===== src/rtl/scale_coord_gen.sv =====
// rtl/scale_coord_gen.sv - raster walker emitting destination/source coordinate beats for the scaler
// Optional build macro SCALE_COORD_CLAMP_EN saturates src_x/src_y to the source image bounds.
module scale_coord_gen #(
    parameter int SRC_H_NUM = 1280,
    parameter int SRC_V_NUM = 720,
    parameter int MAX_H_NUM = 1920,
    parameter int MAX_V_NUM = 1080,
    parameter int FRAC_BITS = 12
) (
    input  logic        clk,
    input  logic        rstn,
    input  logic        frame_start,
    input  logic [14:0] x_scale,
    input  logic [14:0] y_scale,
    input  logic [10:0] target_h_num,
    input  logic [10:0] target_v_num,
    input  logic        out_ready,
    output logic        out_valid,
    output logic [10:0] dst_x,
    output logic [10:0] dst_y,
    output logic [10:0] src_x,
    output logic [10:0] src_y,
    output logic [11:0] src_x_frac,
    output logic [11:0] src_y_frac,
    output logic        line_end,
    output logic        frame_end,
    output logic        busy,
    output logic        frame_done,
    output logic        cfg_err,
    output logic        frame_miss
);

    typedef enum logic [1:0] {IDLE, LATCH, RUN, DONE} state_t;

    state_t      state;
    logic [14:0] x_sh, y_sh;
    logic [10:0] h_sh, v_sh;
    logic [25:0] acc_x, acc_y;

    logic        accept, load, cfg_bad;
    logic [10:0] nx_dx, nx_dy, nx_sx, nx_sy;
    logic [25:0] nx_ax, nx_ay;
    logic [11:0] nx_fx, nx_fy;
    logic        nx_le, nx_fe;

    assign accept  = (state == RUN) && out_valid && out_ready;
    assign cfg_bad = (target_h_num == 11'd0) || (target_h_num > 11'(MAX_H_NUM)) ||
                     (target_v_num == 11'd0) || (target_v_num > 11'(MAX_V_NUM)) ||
                     (x_scale == 15'd0) || (y_scale == 15'd0);

    // Next beat is computed here so every output field is a plain register.
    always_comb begin
        nx_dx = dst_x;
        nx_dy = dst_y;
        nx_ax = acc_x;
        nx_ay = acc_y;
        load  = 1'b0;
        if (state == LATCH && !cfg_err) begin
            load  = 1'b1;
            nx_dx = 11'd0;
            nx_dy = 11'd0;
            nx_ax = 26'd0;
            nx_ay = 26'd0;
        end else if (accept && !frame_end) begin
            load = 1'b1;
            if (line_end) begin
                nx_dx = 11'd0;
                nx_ax = 26'd0;
                nx_dy = dst_y + 11'd1;
                nx_ay = acc_y + {11'd0, y_sh};
            end else begin
                nx_dx = dst_x + 11'd1;
                nx_ax = acc_x + {11'd0, x_sh};
            end
        end
        nx_sx = 11'(nx_ax >> FRAC_BITS);
        nx_sy = 11'(nx_ay >> FRAC_BITS);
        nx_fx = nx_ax[FRAC_BITS-1:0];
        nx_fy = nx_ay[FRAC_BITS-1:0];
`ifdef SCALE_COORD_CLAMP_EN
        if ((nx_ax >> FRAC_BITS) > 26'(SRC_H_NUM - 1)) begin
            nx_sx = 11'(SRC_H_NUM - 1);
            nx_fx = 12'd0;
        end
        if ((nx_ay >> FRAC_BITS) > 26'(SRC_V_NUM - 1)) begin
            nx_sy = 11'(SRC_V_NUM - 1);
            nx_fy = 12'd0;
        end
`endif
        nx_le = (nx_dx == h_sh - 11'd1);
        nx_fe = nx_le && (nx_dy == v_sh - 11'd1);
    end

    always_ff @(posedge clk or negedge rstn) begin
        if (!rstn) begin
            state      <= IDLE;
            x_sh       <= '0;
            y_sh       <= '0;
            h_sh       <= '0;
            v_sh       <= '0;
            acc_x      <= '0;
            acc_y      <= '0;
            out_valid  <= 1'b0;
            dst_x      <= '0;
            dst_y      <= '0;
            src_x      <= '0;
            src_y      <= '0;
            src_x_frac <= '0;
            src_y_frac <= '0;
            line_end   <= 1'b0;
            frame_end  <= 1'b0;
            busy       <= 1'b0;
            frame_done <= 1'b0;
            cfg_err    <= 1'b0;
            frame_miss <= 1'b0;
        end else begin
            cfg_err    <= 1'b0;
            frame_done <= 1'b0;
            frame_miss <= frame_start && (state != IDLE);
            if (load) begin
                dst_x      <= nx_dx;
                dst_y      <= nx_dy;
                acc_x      <= nx_ax;
                acc_y      <= nx_ay;
                src_x      <= nx_sx;
                src_y      <= nx_sy;
                src_x_frac <= nx_fx;
                src_y_frac <= nx_fy;
                line_end   <= nx_le;
                frame_end  <= nx_fe;
            end
            case (state)
                IDLE: begin
                    if (frame_start) begin
                        x_sh    <= x_scale;
                        y_sh    <= y_scale;
                        h_sh    <= target_h_num;
                        v_sh    <= target_v_num;
                        // Checked on the live inputs, which equal the shadow copy, so the pulse lands in LATCH.
                        cfg_err <= cfg_bad;
                        busy    <= 1'b1;
                        state   <= LATCH;
                    end
                end
                LATCH: begin
                    if (cfg_err) begin
                        busy  <= 1'b0;
                        state <= IDLE;
                    end else begin
                        out_valid <= 1'b1;
                        state     <= RUN;
                    end
                end
                RUN: begin
                    if (accept && frame_end) begin
                        out_valid  <= 1'b0;
                        frame_done <= 1'b1;
                        state      <= DONE;
                    end
                end
                DONE: begin
                    busy  <= 1'b0;
                    state <= IDLE;
                end
                default: state <= IDLE;
            endcase
        end
    end

endmodule

===== config.mk =====
export PLATFORM = sky130hd
export DESIGN_NAME = scale_coord_gen
export DESIGN_NICKNAME = d
export VERILOG_FILES = /design/src/rtl/scale_coord_gen.sv
export SDC_FILE = /design/constraint.sdc
export NUM_CORES = 1
export LEC_CHECK = 0
export ABC_CLOCK_PERIOD_IN_PS = 3400
export CORE_ASPECT_RATIO = 1.5
export CORE_MARGIN = 2
export CORE_UTILIZATION = 45
export DETAILED_ROUTE_END_ITERATION = 12
export HOLD_SLACK_MARGIN = 0.06
export MAX_ROUTING_LAYER = met4
export PLACE_DENSITY = 0.79
export SYNTH_ARGS = -nofsm -noshare
export SYNTH_HDL_FRONTEND = slang
export SYNTH_SLANG_ARGS = --single-unit
export TNS_END_PERCENT = 30

===== constraint.sdc =====
create_clock -name clk -period 3.4 [get_ports clk]
set_input_delay 0.85 -clock clk [delete_from_list [all_inputs] [get_ports clk]]
set_output_delay 0.85 -clock clk [all_outputs]
set_load 0.01 [all_outputs]

==> results.md, run 1 <==
* Status: finished, final reports clean
* FF/Latch Area at 0.00323 sq mm
* Wire per inst at 17.6 um
* Worst path bufs/invs at 2
* Startpoint types: input port
* Num rows at 58
* Post-Route Utilization at 59.9%
* Nets at 1,034
* First drt pass iteration count at 5
* Sequential fraction of the synthesis area at 42.5%
* Largest net degree at the start of global routing at 44
* Critical Path AT at 3.55 ns
* Vias in the first global route at 6,665
* Fin cells at 1,165
* Worst-path fanout max at 5
* CTS sink cnt at 129
* Synth-to-Final Area Change at 31.4%
* Share of layout cells above drive strength 1 at 13.7%
* Clock Tree Root: clkbuf_16
* Commonest non-fill, non-tap cells in the layout: dfrtp_1 (129), clkdlybuf4s50_1 (129), nand2_1 (74)
* Final antenna-violating net count at 0
* Worst Path Class, Setup: input port to register
* Total grt overflow at 0
* Clock-pin transition on the worst setup and hold timing paths at 0.06 ns
* RSZ-0062 raised after global routing: false
* Antenna diodes at 0
* Num CTS Buffers at 17
* Delay-heaviest family, CP: compound AO/OA/AOI/OAI gates
* Clock Skew at 0.00796 ns
* Die span in y at 163 um
* Routed vias at 6,628
* Hold WC Path Type: input port to async pin
* Synth Cell Area at 0.00760 sq mm
* Post-synth top flop: dfrtp_1
* Final hold vios at 0
* I/O pins at 131
* GRT Util Overall at 24.2%
* Ys Warns at 0
* Max-cap violations at 0
* Leakage power at 0.00428 uW
* Reg2reg end: src_y[7]$_DFFE_PN0P_
* Die width at 110 um
* Setup-failing EPs final at 0
* Core ar. at 0.0167 sq mm
* Multi-input logic area at 0.00413 sq mm
* Flops & latches, synth at 129
* R2R cell count at 9
* Initial DRC Count at 372
* Netlist cell types at 71
* Syn avg cell area at 9.76 sq um
* Cts repair resizes at 0
* Vias per cell at 5.69
* Worst Path Required at 3.76 ns
* Period Utilization, post-route at 94.1%
* Pwr dens at 755 mW/mm^2
* Fillers at 1,424
* GPL Wtd Cong at 0.992
* Initial antenna violation count at 0
* Crit end category: register
* Placed insts at 1,133
* Hpwl dp at 15,800 um
* Synth Net Count at 871
* DRC at 0
* Number of synthesized flops with an enable pin at 0
* Slowest stage cell on the critical path: clkdlybuf4s50_1
* CP peak stage delay at 0.54 ns
* Tmin final at 3.20 ns
* Die ar. at 0.0180 sq mm
* Crit-path cells: clkdlybuf4s50_1 > nand4b_4 > buf_4 > o41ai_1 > a21o_1 > xnor2_1 > a2111o_1 > a2111oi_4 > o2111ai_1 > nand2_1
* Hold Slack at 0.427 ns
* Peak supply drop at 0.454 mV
* Post-CTS setup buffer count at 0
* Buffers on Ports at 130
* FF-to-FF setup slack at 0.33 ns
* H-tree Lvls at 4
* Post-Route WL at 20,500 um
* Origin of the critical flop-to-flop path: src_y_frac[1]$_DFFE_PN0P_
* Initial Util at 45.6%
* Max-slew violations at 0
* Worst-margin pin slew at 0.977 ns
* First-pass GRT wire length at 32,600 um
* Max clock buf depth at 2
* CTS Hold Bufs at 0
* Worst slew margin relative to its limit at 34.4%
* Share of flip-flops with an asynchronous set or reset at 100%
* Synth Instances at 779
* Clk Latency, worst-skew pair at 0.42 ns
* CTS tree: built
* Fmax at 313 MHz
where the power goes:
group          switching [uW]  total [uW]  internal, uW
combinational            1620        3140          1520
sequential                444        2420          1980
clock                     673        1980          1300
per-stage QoR:
stage	power, uW	TNS (ns)	setup WS, ns	instance area, sq um
3_5_place_dp	5570	-0.264	-0.201	9350
6_report	7540	0	0.201	9990
3_3_place_gp	5460	-0.188	-0.164	9350
4_1_cts	7560	0	0.215	9990
2_1_floorplan	4540	0	0.510	7600
5_1_grt	8020	0	0.103	9990
flip-flops by register name, summed over array words and instances, names as in the netlist, 11 cells and up, named ones only:
name and cells:
x_sh 15, y_sh 15, dst_x 11, dst_y 11
h_sh 11, src_x 11, src_x_frac 11, src_y 11
src_y_frac 11, v_sh 11
synthesized netlist by cell type, types with 6 or more instances:
cell type	number	area, sq um
nor4_1	27	169
nand2_1	74	278
mux2i_1	8	80.1
inv_1	40	150
o21bai_1	7	52.6
nand3_1	31	155
xnor2_1	39	342
dfrtp_1	129	3230
o21ai_0	62	310
nand2b_1	7	43.8
a21o_1	11	82.6
nand4_1	10	62.6
nor3_1	17	85.1
o2111ai_1	7	61.3
mux2_2	46	518
o21a_1	8	60.1
clkbuf_1	19	71.3
o211ai_1	6	45.0
a21oi_1	31	155
ha_1	34	425
nor2_1	35	131
xor2_1	10	87.6
or3_1	11	68.8
and3_1	7	43.8
o31ai_1	7	52.6
worst reg2reg max path, cell delays in order, from the launching register on:
cell and delay (ns):
dfrtp_1 0.44, ha_1 0.32, a21o_1 0.16, a21oi_1 0.21, o21bai_1 0.14, a21oi_1 0.32, o41ai_1 0.19, a311oi_1 0.84
o21ai_0 0.21, a21oi_1 0.17
layout make-up:
| type | count | share of cell area [%] |
|---|---|---|
| clock buffer | 23 | 4.88 |
| inverter | 40 | 1.50 |
| timing repair buffer | 168 | 15.9 |
| clock inverter | 9 | 1.53 |
| multi-input combinational | 586 | 41.3 |
| sequential | 129 | 32.3 |
| tap | 210 | 2.63 |
routing by layer:
layer / wire length [um] / GRT usage [%] / up-vias
met1: 7930 / 25.4 / 3168
met4: 809 / 11.8 / 0
met5: 0 / - / -
met2: 10700 / 42.4 / 200
li1: - / - / 3208
met3: 1020 / 4.95 / 52
logic make-up (layout without fill, tap and decap cells):
| logic type | after synthesis | in the layout | share of synthesized area, % |
|---|---|---|---|
| flops | 129 | 129 | 42.5 |
| compound gates | 187 | 187 | 16.5 |
| fa+ha+maj | 36 | 36 | 6.12 |
| buf+inv | 64 | 240 | 3.27 |
| mux | 54 | 54 | 7.87 |
| xor+xnor | 49 | 49 | 5.64 |
| simple gates | 260 | 260 | 18.1 |
worst max-delay path by stage:
stage	from	end	depth (start not counted)
2_1_floorplan	out_ready	frame_end$_DFFE_PN0P_	9
3_3_place_gp	out_ready	frame_end$_DFFE_PN0P_	11
3_5_place_dp	out_ready	frame_end$_DFFE_PN0P_	11
4_1_cts	out_ready	frame_end$_DFFE_PN0P_	10
5_1_grt	out_ready	frame_end$_DFFE_PN0P_	11
6_report	out_ready	frame_end$_DFFE_PN0P_	10
Note: power is estimated with default switching activity, not from simulation.
==> inputs of run 2 (changes only) <==
--- a/config.mk
+++ b/config.mk
@@ -13,6 +13,7 @@
 export HOLD_SLACK_MARGIN = 0.06
 export MAX_ROUTING_LAYER = met4
 export PLACE_DENSITY = 0.79
+export SLEW_MARGIN = 20
 export SYNTH_ARGS = -nofsm -noshare
 export SYNTH_HDL_FRONTEND = slang
 export SYNTH_SLANG_ARGS = --single-unit
==> results of run 2 <==
No change in the layout: final DEF, timing and power equal those of run 1.
==> inputs of run 3 (changes only) <==
--- a/config.mk
+++ b/config.mk
@@ -12,7 +12,7 @@
 export DETAILED_ROUTE_END_ITERATION = 12
 export HOLD_SLACK_MARGIN = 0.06
 export MAX_ROUTING_LAYER = met4
-export PLACE_DENSITY = 0.79
+export PLACE_DENSITY = 0.66
 export SLEW_MARGIN = 20
 export SYNTH_ARGS = -nofsm -noshare
 export SYNTH_HDL_FRONTEND = slang
==> results.md, run 3 (synthesis results as in run 1) <==
* Initial Util at 45.6% (unchanged)
* Slowest stage cell on the critical path: clkdlybuf4s50_1 (unchanged)
* Final antenna-violating net count at 0 (unchanged)
* Clock Skew at 0.0110 ns (was 0.00796 ns)
* Fillers at 1,511 (was 1,424)
* Wire per inst at 17.7 um (was 17.6 um)
* Multi-input logic area at 0.00414 sq mm (was 0.00413 sq mm)
* Commonest non-fill, non-tap cells in the layout: dfrtp_1 (129), clkdlybuf4s50_1 (129), nand2_1 (74) (unchanged)
* CTS tree: built (unchanged)
* Routed vias at 6,572 (was 6,628)
* Worst-path fanout max at 5 (unchanged)
* H-tree Lvls at 4 (unchanged)
* Die width at 110 um (unchanged)
* Internal power at 4710 uW (was 4800 uW)
* Initial DRC Count at 221 (was 372)
* CP peak stage delay at 0.53 ns (was 0.54 ns)
* Placed insts at 1,135 (was 1,133)
* Initial antenna violation count at 0 (unchanged)
* Num CTS Buffers at 17 (unchanged)
* Worst Path Class, Setup: input port to register (unchanged)
* Worst path bufs/invs at 1 (was 2)
* Worst slew margin relative to its limit at 49.8% (was 34.4%)
* Critical Path AT at 3.52 ns (was 3.55 ns)
* Clk Latency, worst-skew pair at 0.42 ns (about the same)
* Max-cap violations at 0 (unchanged)
* Total grt overflow at 0 (unchanged)
* Worst-margin pin slew at 0.746 ns (was 0.977 ns)
* Buffers on Ports at 130 (unchanged)
* Vias per cell at 5.63 (was 5.69)
* Crit-path cells: clkdlybuf4s50_1 > nand4b_4 > or3_1 > or4_4 > a21o_1 > a211o_1 > a221oi_1 > o2111ai_1 > nand2_1 (was clkdlybuf4s50_1 > nand4b_4 > buf_4 > o41ai_1 > a21o_1 > xnor2_1 > a2111o_1 > a2111oi_4 > o2111ai_1 > nand2_1)
* Startpoint types: input port (unchanged)
* Share of layout cells above drive strength 1 at 14.1% (was 13.7%)
* Nets at 1,036 (was 1,034)
* Delay-heaviest family, CP: simple AND/OR/NAND/NOR gates (was compound AO/OA/AOI/OAI gates)
* Die ar. at 0.0180 sq mm (unchanged)
* Setup-failing EPs final at 0 (unchanged)
* CTS Hold Bufs at 0 (unchanged)
* Core ar. at 0.0167 sq mm (unchanged)
* First-pass GRT wire length at 33,400 um (was 32,600 um)
* FF/Latch Area at 0.00323 sq mm (unchanged)
* Fmax at 316 MHz (was 313 MHz)
* Die span in y at 163 um (unchanged)
* Pwr dens at 745 mW/mm^2 (was 755 mW/mm^2)
* Post-Route WL at 20,600 um (was 20,500 um)
* Period Utilization, post-route at 93.1% (was 94.1%)
* Leakage power at 0.00428 uW (about the same)
* Biggest regs: x_sh (15), y_sh (15) (unchanged)
* GPL Wtd Cong at 0.847 (was 0.992)
* Peak supply drop at 0.433 mV (was 0.454 mV)
* Hpwl dp at 15,700 um (was 15,800 um)
* Hold Slack at 0.267 ns (was 0.427 ns)
* RSZ-0062 raised after global routing: false (unchanged)
* Clock share of power at 25.4% (was 26.2%)
* Crit end category: register (unchanged)
* Comb pwr share at 42.3% (was 41.7%)
* Switching share of power at 36.8% (was 36.3%)
* CTS sink cnt at 129 (unchanged)
* DRC at 0 (unchanged)
* Hold WC Path Type: input port to async pin (unchanged)
* Seq pwr share at 32.3% (was 32.1%)
* Power, Total at 7450 uW (was 7540 uW)
* Max-slew violations at 0 (unchanged)
* Clock-pin transition on the worst setup and hold timing paths at 0.06 ns (about the same)
* Tmin final at 3.16 ns (was 3.20 ns)
* Antenna diodes at 0 (unchanged)
* Net Switching at 2740 uW (about the same)
* Synth-to-Final Area Change at 31.6% (was 31.4%)
* Max clock buf depth at 2 (unchanged)
* I/O pins at 131 (unchanged)
* Fin cells at 1,167 (was 1,165)
* Final hold vios at 0 (unchanged)
* Status: finished, final reports clean (unchanged)
* Clock Tree Root: clkbuf_16 (unchanged)
* Largest net degree at the start of global routing at 71 (was 44)
* Num rows at 58 (unchanged)
* Vias in the first global route at 6,767 (was 6,665)
* Worst Path Required at 3.76 ns (about the same)
* Post-CTS setup buffer count at 0 (unchanged)
* GRT Util Overall at 24.8% (was 24.2%)
* First drt pass iteration count at 4 (was 5)
==> run 3: cell count changes in the layout (fill, tap and decap cells not counted), sizes merged <==
cell,previous run,this run
clkbuf,23,22
buf,39,41
clkinv,2,4
bufinv,4,3
==> run 3: cell type report <==
class	instances	share of cell area, %
flip-flops and latches	129	32.3
repair buffers	170	16.2
clock buffers	22	4.74
multi-input cells	586	41.3
well taps	210	2.63
inverters	40	1.50
clock inverters	10	1.33
==> run 3: repair_timing <==
| action | CTS | global route |
|---|---|---|
| hold endpoints to repair | 0 | 0 |
| endpoints found under the setup margin | 0 | 4 |
| resized for setup | 0 | 2 |
==> run 3: stage by stage <==
| stage | setup WS [ns] | setup TNS [ns] | utilization, % | cell area, sq um |
|---|---|---|---|---|
| finish | 0.236 | 0 | 60.0 | 10000 |
| global route | 0.0586 | 0 | 60.0 | 10000 |
| CTS | 0.243 | 0 | 59.9 | 10000 |
| detailed placement | -0.194 | -0.320 | 56.3 | 9390 |
| global placement | -0.164 | -0.251 | 56.3 | 9390 |
| floorplan | 0.510 | 0 | - | 7600 |
==> run 3: power by group through the flow <==
stage / combinational [uW] / sequential [uW] / clock, uW
after floorplan: 2190 / 2340 / 0
after CTS: 3170 / 2410 / 1930
after detailed placement: 3150 / 2430 / 0
final: 3160 / 2410 / 1890
after global placement: 3110 / 2420 / 0
after global routing: 3510 / 2470 / 2000
==> run 3: path summary, 6_finish.rpt <==
check,startpoint,slack [ns],cells after the start,to
min in group clk,frame_end$_DFFE_PN0P_,0.49,2,frame_end$_DFFE_PN0P_
hold reg to reg,frame_end$_DFFE_PN0P_,0.49,2,frame_end$_DFFE_PN0P_
max in group asynchronous,rstn,2.49,2,src_x_frac[7]$_DFFE_PN0P_
setup / recovery,out_ready,0.24,9,frame_end$_DFFE_PN0P_
setup reg to reg,src_y_frac[1]$_DFFE_PN0P_,0.31,9,src_y[9]$_DFFE_PN0P_
hold / removal,rstn,0.27,1,src_y[7]$_DFFE_PN0P_
==> run 3: metal layers <==
metal  routed length [um]  track usage (%)
met5                    0                -
met4                  634             10.6
met3                  758             5.03
met2                11100             44.2
met1                 8180             26.2
